$ cat src/rtl/keypad_pkg.sv
// Shared types, constants and key-map helper for the 4x4 keypad scanner.
package keypad_pkg;

  typedef enum logic [1:0] {
    SCAN,
    DEBOUNCE,
    EMIT,
    RELEASE
  } scan_state_e;

  localparam logic [3:0] KEY_STAR  = 4'd14;
  localparam logic [3:0] KEY_HASH  = 4'd15;
  localparam logic [3:0] NUM_IDLE  = 4'hF;
  localparam logic [2:0] MAX_COUNT = 3'd4;

  // Column 3 holds A-D (10-13); row 3 holds *, 0, #.
  function automatic logic [3:0] key_code(input logic [1:0] row_idx, input logic [1:0] col_idx);
    logic [3:0] code;
    code = '0;
    if (col_idx == 2'd3) begin
      code = 4'd10 + {2'b00, row_idx};
    end else if (row_idx != 2'd3) begin
      code = ({2'b00, row_idx} * 4'd3) + {2'b00, col_idx} + 4'd1;
    end else begin
      case (col_idx)
        2'd0:    code = KEY_STAR;
        2'd1:    code = 4'd0;
        default: code = KEY_HASH;
      endcase
    end
    return code;
  endfunction

endpackage

$ cat src/rtl/keypad_sync.sv
// Two-flop synchronizer for the asynchronous, pulled-up row returns.
module keypad_sync (
  input  logic       i_clk,
  input  logic       i_rst_n,
  input  logic [3:0] i_d,
  output logic [3:0] o_q
);

  logic [3:0] r_meta;
  logic [3:0] r_sync;

  always_ff @(posedge i_clk or negedge i_rst_n) begin
    if (!i_rst_n) begin
      r_meta <= '1;
      r_sync <= '1;
    end else begin
      r_meta <= i_d;
      r_sync <= r_meta;
    end
  end

  assign o_q = r_sync;

endmodule

$ cat src/rtl/keypad_scanner.sv
// 4x4 active-low keypad scanner: column strobe, debounce, key encode, digit count.
module keypad_scanner
  import keypad_pkg::*;
#(
  parameter int unsigned SCAN_DIV        = 1000,
  parameter int unsigned DEBOUNCE_CYCLES = 20000
) (
  input  logic       clk,
  input  logic       rst,
  input  logic [3:0] row_in,
  input  logic       clear,
  output logic [3:0] col_out,
  output logic [3:0] number,
  output logic       digit_valid,
  output logic [2:0] count,
  output logic       key_held
);

  localparam int unsigned DIV_W = $clog2(SCAN_DIV);
  localparam int unsigned CNT_W = (DEBOUNCE_CYCLES > 2) ? $clog2(DEBOUNCE_CYCLES) : 1;
  localparam logic [DIV_W-1:0] DIV_LAST = DIV_W'(SCAN_DIV - 1);
  localparam logic [CNT_W-1:0] DB_LAST  = CNT_W'(DEBOUNCE_CYCLES - 1);

  scan_state_e      r_state, w_state_nxt;
  logic [DIV_W-1:0] r_div, w_div_nxt;
  logic [CNT_W-1:0] r_cnt, w_cnt_nxt;
  logic [1:0]       r_col, w_col_nxt;
  logic [3:0]       r_pat, w_pat_nxt;
  logic             r_held, w_held_nxt;
  logic [2:0]       r_count, w_count_nxt;

  logic [3:0]       w_rs;
  logic [3:0]       w_low;
  logic             w_single;
  logic [1:0]       w_row;
  logic [3:0]       w_code;
  logic             w_emit;

  keypad_sync u_sync (
    .i_clk   (clk),
    .i_rst_n (rst),
    .i_d     (row_in),
    .o_q     (w_rs)
  );

  always_ff @(posedge clk or negedge rst) begin
    if (!rst) begin
      r_state <= SCAN;
      r_div   <= '0;
      r_cnt   <= '0;
      r_col   <= '0;
      r_pat   <= '1;
      r_held  <= 1'b0;
      r_count <= '0;
    end else begin
      r_state <= w_state_nxt;
      r_div   <= w_div_nxt;
      r_cnt   <= w_cnt_nxt;
      r_col   <= w_col_nxt;
      r_pat   <= w_pat_nxt;
      r_held  <= w_held_nxt;
      r_count <= w_count_nxt;
    end
  end

  // The captured pattern is stable through DEBOUNCE, so EMIT decodes from it.
  always_comb begin
    w_low    = ~r_pat;
    w_single = (w_low != '0) && ((w_low & (w_low - 4'd1)) == '0);
    w_row    = '0;
    for (int unsigned i = 0; i < 4; i++) begin
      if (w_low[i]) w_row = 2'(i);
    end
    w_code = key_code(w_row, r_col);
    w_emit = (r_state == EMIT) && w_single;
  end

  always_comb begin
    w_state_nxt = r_state;
    w_div_nxt   = r_div;
    w_cnt_nxt   = r_cnt;
    w_col_nxt   = r_col;
    w_pat_nxt   = r_pat;
    w_held_nxt  = r_held;
    case (r_state)
      SCAN: begin
        if (r_div == DIV_LAST) begin
          w_div_nxt = '0;
          if (w_rs != '1) begin
            w_pat_nxt   = w_rs;
            w_cnt_nxt   = '0;
            w_state_nxt = DEBOUNCE;
          end else begin
            w_col_nxt = r_col + 2'd1;
          end
        end else begin
          w_div_nxt = r_div + DIV_W'(1);
        end
      end
      DEBOUNCE: begin
        if (w_rs != r_pat) begin
          w_div_nxt   = '0;
          w_state_nxt = SCAN;
        end else if (r_cnt == DB_LAST) begin
          w_state_nxt = EMIT;
        end else begin
          w_cnt_nxt = r_cnt + CNT_W'(1);
        end
      end
      EMIT: begin
        w_held_nxt  = 1'b1;
        w_cnt_nxt   = '0;
        w_state_nxt = RELEASE;
      end
      RELEASE: begin
        if (w_rs != '1) begin
          w_cnt_nxt = '0;
        end else if (r_cnt == DB_LAST) begin
          w_held_nxt  = 1'b0;
          w_cnt_nxt   = '0;
          w_div_nxt   = '0;
          w_col_nxt   = r_col + 2'd1;
          w_state_nxt = SCAN;
        end else begin
          w_cnt_nxt = r_cnt + CNT_W'(1);
        end
      end
      default: w_state_nxt = SCAN;
    endcase
  end

  always_comb begin
    w_count_nxt = r_count;
    if (clear) begin
      w_count_nxt = '0;
    end else if (w_emit) begin
      if (w_code == KEY_STAR) begin
        w_count_nxt = '0;
      end else if ((w_code <= 4'd9) && (r_count != MAX_COUNT)) begin
        w_count_nxt = r_count + 3'd1;
      end
    end
  end

  assign col_out     = ~(4'b0001 << r_col);
  assign number      = w_emit ? w_code : NUM_IDLE;
  assign digit_valid = w_emit;
  assign count       = r_count;
  assign key_held    = r_held;

endmodule

$ cat config.mk
export PLATFORM = sky130hd
export DESIGN_NAME = keypad_scanner
export DESIGN_NICKNAME = d
export VERILOG_FILES = /design/src/rtl/keypad_pkg.sv /design/src/rtl/keypad_sync.sv /design/src/rtl/keypad_scanner.sv
export SDC_FILE = /design/constraint.sdc
export NUM_CORES = 1
export LEC_CHECK = 0
export BUFFER_PORTS_ARGS = -buffer_cell sky130_fd_sc_hd__buf_2
export CORE_MARGIN = 10
export CORE_UTILIZATION = 25
export CTS_BUF_LIST = sky130_fd_sc_hd__clkbuf_16
export CTS_CLUSTER_SIZE = 24
export DETAILED_ROUTE_END_ITERATION = 10
export PLACE_DENSITY = 0.37
export SETUP_SLACK_MARGIN = 0.02
export SLEW_MARGIN = 5
export SYNTH_ARGS = -nofsm -noshare
export SYNTH_HDL_FRONTEND = slang
export SYNTH_HIERARCHICAL = 1
export SYNTH_SLANG_ARGS = --single-unit
$ cat constraint.sdc
create_clock -name clk -period 11.1 [get_ports clk]
set_clock_uncertainty 0.15 [all_clocks]
set_input_delay 0.555 -clock clk [delete_from_list [all_inputs] [get_ports clk]]
set_output_delay 0.555 -clock clk [all_outputs]
set_load 0.1 [all_outputs]
**Word level (Yosys, flattened, before mapping)**

Index checks and enable logic that the tools add are counted.

- Bitwise gates (word level): 3
- Add/sub/neg operators: 8
- Multipliers: 1
- Shift operators: 1
- Muxes and demuxes: 38
- Eq/ne operators: 21
- $lt $le $gt $ge: 1
- Divide/modulo/power cells: 0
- Reductions and logical operators: 19

Operators by type and width:

| operator | number |
|---|---|
| $mux 15 | 6 |
| $pmux 15 s4 | 1 |
| $mux 10 | 4 |
| $pmux 10 s3 | 1 |
| $mux 2 | 12 |
| $ne 2x2->1 const B | 9 |
| $add 15x1->15 const B | 1 |
| $eq 15x15->1 const B | 1 |
| $mux 3 | 4 |
| $mux 4 | 3 |
| $add 10x1->10 const B | 1 |
| $eq 10x10->1 const B | 1 |
| $reduce_and 5->1 | 2 |
| $not 4->4 | 2 |
| $pmux 2 s4 | 1 |
| $pmux 4 s2 | 1 |
| $reduce_and 4->1 | 2 |
| $eq 2x2->1 const B | 3 |
| $ne 3x3->1 const B | 2 |
| $reduce_and 3->1 | 2 |
| $reduce_bool 2->1 | 3 |
| $reduce_bool 3->1 | 2 |
| $add 4x1->4 const B | 1 |
| $add 4x2->4 | 1 |
| other kinds (20) | 26 |

- Memory bits (read-only): 0
- Bits in registers: 45
- Word-level logic and storage cells: 101
- Input port bits: 7
- Latch bits: 0
- Bits in writable memories: 0
- Memories kept: 0

**Longest topological paths before layout**

Gate-level depths: netlist of the first run.

- Depth in word-level cells: 15
- Depth in mapped cells: 12
- Gate-level depth less buffers: 12

**Hierarchy**

The synthesis of the first run kept the hierarchy.

By module, submodules not included:

| module | times used | cells an instance | area an instance (µm²) |
|---|---|---|---|
| keypad_scanner | 1 | 288 | 2551.2 |
| keypad_sync | 1 | 8 | 210.2 |

**Worst setup path after synthesis of the first run**

No wires, ideal clock.

- Kind: register to output
- Start: reg r_pat[2]
- End: out number[1]
- Arrival time: 5556 ps
- Required time: 10395 ps
- Stages on the path, launching flop included: 8
- Buffers on the path: 0
- Setup slack: 4839 ps
- Cells stage by stage: dfstp_2 > inv_1 > o21ai_0 > inv_1 > fa_1 > fa_1 > nor2b_1 > o311ai_0

- Word-level cells in the longest chain between the ends: 9
- Elaborated cells on any way between the ends: 17

RTL lines:

| item | line | RTL |
|---|---|---|
| start: declaration | keypad_scanner.sv:28 | `logic [3:0] r_pat, w_pat_nxt;` |
| start signal: assignment | keypad_scanner.sv:60 | `r_pat <= w_pat_nxt;` |
| $not 4->4 (*) | keypad_scanner.sv:68 | `w_low = ~r_pat;` |
| $mux 2 (2 in a row) | keypad_scanner.sv:72 | `if (w_low[i]) w_row = 2'(i);` |
| $mul 2x2->4 | keypad_pkg.sv:23 | `code = ({2'b00, row_idx} * 4'd3) + {2'b00, col_idx} + 4'd1;` |
| $add 4x2->4 | keypad_pkg.sv:23 |  |
| $add 4x1->4 | keypad_pkg.sv:23 |  |
| $mux 4 | keypad_pkg.sv:22 | `end else if (row_idx != 2'd3) begin` |
| $mux 4 | keypad_pkg.sv:20 | `if (col_idx == 2'd3) begin` |
| $mux 4 (*) | keypad_scanner.sv:146 | `assign number = w_emit ? w_code : NUM_IDLE;` |
| end: declaration | keypad_scanner.sv:13 | `output logic [3:0] number,` |

Every way passes the cells marked *; elsewhere a longest branch is shown, timed or not.

**Worst setup path after layout of the first run**

Same ends and word-level chain as after synthesis.

==> reports/metrics.yaml, run 1 <==
status: "finished clean"
drtIter0Drc: 89
synth_edf_count: 0
synthArstFlopShare_pct: 100
fin_util_pct: 29.0
setup_slack_ps: 7070
grt_pass1_vias: 2180
cts_buffer_depth: 2
n_fill_cell: 1152
p_leak_uw: 0.00141
syn_nets: 321
antenna_cells: 0
routed_wl_um: 6410
fp.dieArea_mm2: 0.0157
yosysWarnings: 6
synth_common_cells: "dfrtp_1, o21ai_0, nand2_1"
timing.final.crit_share_pct: 36.3
slew-limit-headroom_pct: 39.3
cts.clk_slew.worst_paths_ps: 70
clkSinkCount: 45
arrival_ps: 3320
yosysTopAreaCell: "dfrtp_1"
finalHoldViolCount: 0
cts_buffers: 5
cp-end-kind: "output pin"
pre_cts_slack_ps: 7330
vias: 2219
drc: 0
root_buffer: "clkbuf_16"
ir_worst_vdd_v: 0.0000445
post_cts_buffers: 0
fin_cells: 455
ys_top_cells_by_area: "dfrtp_1, dfstp_2, ha_1"
critPathKind: "reg2out"
setup_viol: 0
grt_util_met2_pct: 12.5
postRouteAntennaNets: 0
hold_buffers: 0
synth.most_common_cell: "dfrtp_1"
ys_seq_area_share_pct: 41.3
slew_violations: 0
core_area_mm2: 0.0108
place_congestion: 0.786
area_delta_synth_final_pct: 13.7
place_hpwl_um: 4580
grt_use_met3_pct: 2.11
die_height_um: 125
fin_tns_setup_ps: 0
start_util_pct: 25.5
cts_resized: 0
die_x_um: 125
maxCapViolations: 0
crit_fanout: 6
hold-worst-slack_ps: 199
worstPathRequired_ps: 10400
grt_max_degree: 46
grt_pass1_wl_um: 11200
io_pins: 20
syn_area_mm2: 0.00276
clkLatencyLatePin_ps: 290
h-tree-depth: 2
syn_area_per_cell_um2: 9.33
ff2ff_path_depth: 11
dp.cells: 447
tightest_slew_ps: 909
synth.distinct_cells: 52
gr-usage-met1_pct: 11.4
fmax_ghz: 0.248
fin_nets: 339
period_needed_ps: 4030
firstDrtPassIters: 4
cp-start-kind: "flop"
wl_per_cell_um: 14.1
cts_tree: "built"
num_rows: 38
antenna_found_initial: 0
hold_class: "in2async"
port_buffers: 19
power_density_mw_per_mm2: 103
grt_usage_pct: 8.37
grt.busiest_layer: "met2"
ys.flop_type: "dfrtp_1"
rsz0062_at_grt: "no"
ys_ff_latch: 45
synth_top_area_share_pct: 29.9
routed_via_density: 4.88
synthCells: 296
drive_above_1_share_pct: 16.8
grt.overflow.total: 0
[stage by stage]
stage | total power (µW) | instance area [µm²]
after floorplan | 172 | 2760
after global placement | 177 | 2990
after detailed placement | 177 | 2990
after CTS | 332 | 3140
after global routing | 343 | 3140
final | 325 | 3140
[final cells by class]
type                    instances  area (µm²)  share of cell area (%)
clock buffers                   5         125                    3.98
clock inverters                 3        22.5                   0.717
flip-flops and latches         45        1140                    36.3
well taps                     140         175                    5.58
multi-input cells             218        1480                    47.3
repair buffers                 20         103                    3.27
inverters                      24        90.1                    2.87
[layer usage]
| metal | part of all wire, % | up-vias |
|---|---|---|
| li1 | - | 1115 |
| met1 | 50 | 1077 |
| met2 | 46 | 22 |
| met3 | 3.0 | 5 |
| met4 | 1.1 | 0 |
| met5 | 0 | - |
[where the power goes]
part | internal (µW) | leakage, µW | total (µW) | switching (µW)
logic | 1.62 | 0.000767 | 5.97 | 4.35
clock network | 83.9 | 0.0000738 | 151 | 67.0
registers | 167 | 0.000572 | 168 | 1.05
total | 252 | 0.00141 | 325 | 72.4
[sequential cells by signal, indices dropped and copies added (netlist names), 2 cells and up, named ones only]
| name | count |
|---|---|
| u_sync/r_meta | 4 |
| count | 3 |
| r_div | 10 |
| u_sync/o_q | 4 |
| r_cnt | 15 |
| r_pat | 4 |
| r_col | 2 |
[path summary, 6_finish.rpt]
path | from | end | slack (ps)
max | r_pat[2] | number[1] | 7070
min reg2reg | u_sync/r_meta[1] | u_sync/o_q[1] | 210
max reg2reg | r_pat[2] | count[0] | 7320
min in group clk | row_in[3] | u_sync/r_meta[3] | 200
min | rst | count[2] | 200
max in group asynchronous | rst | r_div[0] | 10200
[worst max-delay path: stages (launching register included)]
cell and delay [ps]:
dfstp_2 590, inv_1 50, o21ai_0 370, inv_1 110
fa_1 550, fa_1 440, nor2b_1 160, o311ai_0 280
buf_2 490
[cell usage in the layout (no fill, tap or decap), types with 3 or more instances in the layout]
cell type	instances
dfrtp_1	33
o21ai_0	32
nand2_1	26
inv_1	24
buf_2	19
nand3_1	16
ha_1	16
nor2_1	15
dfstp_2	12
a21oi_1	11
and3_1	9
a31oi_1	8
nand4_1	8
mux2_2	7
xor2_1	5
o211ai_1	5
o31ai_1	5
clkbuf_16	5
a211oi_1	4
nor3b_1	3
nor3_1	3
or4_1	3
nand3b_1	3
[kinds of logic after synthesis]
kind of cell	count (synthesis)	synth area share (%)
xor+xnor	7	2.22
flops	45	41.3
simple gates	103	20.5
buf+inv	33	4.94
compound gates	81	18.7
mux	9	3.58
fa+ha+maj	18	8.70
(Power assumes the default switching activity.)
==> inputs of run 2 (changes only) <==
--- a/config.mk
+++ b/config.mk
@@ -5,6 +5,7 @@
 export SDC_FILE = /design/constraint.sdc
 export NUM_CORES = 1
 export LEC_CHECK = 0
+export ABC_AREA = 1
 export BUFFER_PORTS_ARGS = -buffer_cell sky130_fd_sc_hd__buf_2
 export CORE_MARGIN = 10
 export CORE_UTILIZATION = 25
==> constraint.sdc (replaced) <==
create_clock -name clk -period 3.95 [get_ports clk]
set_clock_uncertainty 0.15 [all_clocks]
set_input_delay 0.1975 -clock clk [delete_from_list [all_inputs] [get_ports clk]]
set_output_delay 0.1975 -clock clk [all_outputs]
set_load 0.1 [all_outputs]
==> reports/metrics.yaml, run 2 <==
status: "finished clean"
core_area_mm2: 0.0126
crit_buf_inv: 3
grt_pass1_wl_um: 14500
clkSinkCount: 45
routed_via_density: 4.36
yosysTopAreaCell: "dfrtp_1"
port_buffers: 19
tightest_slew_ps: 567
drtIter0Drc: 191
ys_top_cells_by_area: "dfrtp_1, nand2_1, dfstp_2"
wl_met1_um: 4080
cts_tree: "built"
synth_top_area_share_pct: 25.7
cp-end-kind: "output pin"
final_cell_mix: "nand2_1, inv_1, nor2_1"
switching_share_pct: 22.4
p_switching_uw: 217
slew_violations: 0
h-tree-depth: 2
cp_top_family: "adder cells"
area_delta_synth_final_pct: 15.1
max_stage_delay_ps: 560
synthArstFlopShare_pct: 100
power_density_mw_per_mm2: 261
fp.dieArea_mm2: 0.0178
top_register: "r_cnt"
finalHoldViolCount: 0
period_needed_ps: 3470
die_height_um: 133
syn_nets: 484
place_hpwl_um: 6020
cts_resized: 0
cts.clk_slew.worst_paths_ps: 70
drive_above_1_share_pct: 14.0
arrival_ps: 3120
root_buffer: "clkbuf_16"
combPwrFrac_pct: 2.5
start_util_pct: 25.5
slew-limit-headroom_pct: 62.2
top_layer_used: "met4"
maxCapViolations: 0
p_leak_uw: 0.00179
p_int_uw: 751
p_seq_share_pct: 48.6
worstPathRequired_ps: 3600
synthCells: 459
postRouteAntennaNets: 0
post_cts_buffers: 0
synth_common_cells: "nand2_1, inv_1, nor2_1"
antenna_cells: 0
synth.distinct_cells: 37
ys_ff_latch: 45
yosysWarnings: 6
hold_buffers: 5
syn_area_per_cell_um2: 7.01
cp-start-kind: "flop"
ir_worst_vdd_v: 0.000160
hold-worst-slack_ps: 17.6
n_fill_cell: 1383
synth_edf_count: 0
die_x_um: 133
dr_wl_met2_um: 3670
p_clk_share_pct: 48.9
vias: 2870
drc: 0
rsz0062_at_grt: "no"
ys.flop_type: "dfrtp_1"
syn_area_mm2: 0.00322
cts_buffers: 5
crit_chain: "inv_1 > o21ai_0 > inv_1 > fa_1 > fa_1 > o211ai_1 > nand2_1 > nand2_1 > buf_2"
cts_buffer_depth: 2
routed_wl_um: 8150
grt_pass1_vias: 2878
fin_tns_setup_ps: 0
reg_top3: "r_cnt (15), r_div (10)"
antenna_found_initial: 0
synth.most_common_cell: "nand2_1"
firstDrtPassIters: 4
crit_slowest_cell: "dfstp_2"
crit_fanout: 5
io_pins: 20
fin_nets: 510
wl_per_cell_um: 12.4
timing.final.crit_share_pct: 87.9
num_rows: 41
grt.overflow.total: 0
fmax_ghz: 0.288
hold_class: "in2reg"
final_common_cell: "nand2_1"
largest_reg_flops: 15
wl_met3_um: 303
ys_seq_area_share_pct: 35.5
setup_viol: 0
clkLatencyLatePin_ps: 300
grt_max_degree: 32
grt_usage_pct: 9.92
place_congestion: 0.825
critPathKind: "reg2out"
[run 2: cell count changes after synthesis, moves of 7 or more]
cell,change
nand2_1,+118
inv_1,+36
nor2_1,+24
nand3_1,+21
and3_1,-9
a31oi_1,-8
inv_2,+7
mux2_2,-7
[run 2: kinds of logic after synthesis]
logic type                 Yosys count  synth area share, %
and+or+nand+nor                    259                 36.0
buffers and inverters               75                 9.49
xor gates and xnor gates             9                 2.45
DFF                                 45                 35.5
adders and majority gates           18                 7.46
AOI/OAI and AO/OA                   53                 9.18
[run 2: worst paths after layout]
check / startpoint / end / slack, ps / cells past startpoint
worst max-delay path: r_pat[2] / number[1] / 480 / 9
worst min-delay path: clear / count[0] / 20 / 4
worst max register to register: r_pat[2] / count[2] / 790 / 13
worst min register to register: u_sync/r_meta[3] / u_sync/o_q[3] / 210 / 0
max in group asynchronous: rst / u_sync/o_q[3] / 2670 / 3
min in group asynchronous: rst / r_cnt[8] / 210 / 2
[run 2: through the flow]
| step | utilization (%) | instances | instance area (µm²) | power, µW | setup WS, ps |
|---|---|---|---|---|---|
| floorplan | - | 459 | 3220 | 484 | 799 |
| global placement | 27.7 | 645 | 3490 | 501 | 880 |
| detailed placement | 27.7 | 645 | 3490 | 501 | 779 |
| CTS | 29.4 | 658 | 3700 | 995 | 447 |
| global route | 29.4 | 658 | 3700 | 1020 | 172 |
| finish | 29.4 | 658 | 3700 | 968 | 479 |
[run 2: worst reg2reg max path: cells and delay by family, from the launching register on]
kind                     cells  cell delay, ps
adder cells (fa/ha/maj)      2             980
AND/OR/NAND/NOR              7             650
flip-flops                   1             560
AO/OA/AOI/OAI                2             560
buffers and inverters        2             170
[run 2: power by group through the flow]
| stage | Clock (µW) | Combinational (µW) | Sequential [µW] |
|---|---|---|---|
| 2_1_floorplan | 0 | 5.73 | 479 |
| 3_3_place_gp | 0 | 21.7 | 480 |
| 3_5_place_dp | 0 | 21.6 | 479 |
| 4_1_cts | 499 | 25.4 | 471 |
| 5_1_grt | 516 | 28.4 | 471 |
| 6_report | 474 | 24.0 | 471 |
[run 2: cell type report]
type	count	area, µm²	share of cell area, %
Clock buffer	6	150	4.05
Inverter	69	259	6.99
Multi-Input combinational cell	339	1770	47.8
Timing Repair Buffer	25	153	4.12
Clock inverter	2	15.0	0.405
Sequential cell	45	1140	30.8
Tap cell	172	215	5.81
[run 2: per-layer routing]
metal / vias to the layer above / track usage (%)
li1: 1517 / -
met1: 1313 / 12.2
met2: 33 / 16.2
met3: 7 / 2.71
met4: 0 / 3.51
met5: - / 0
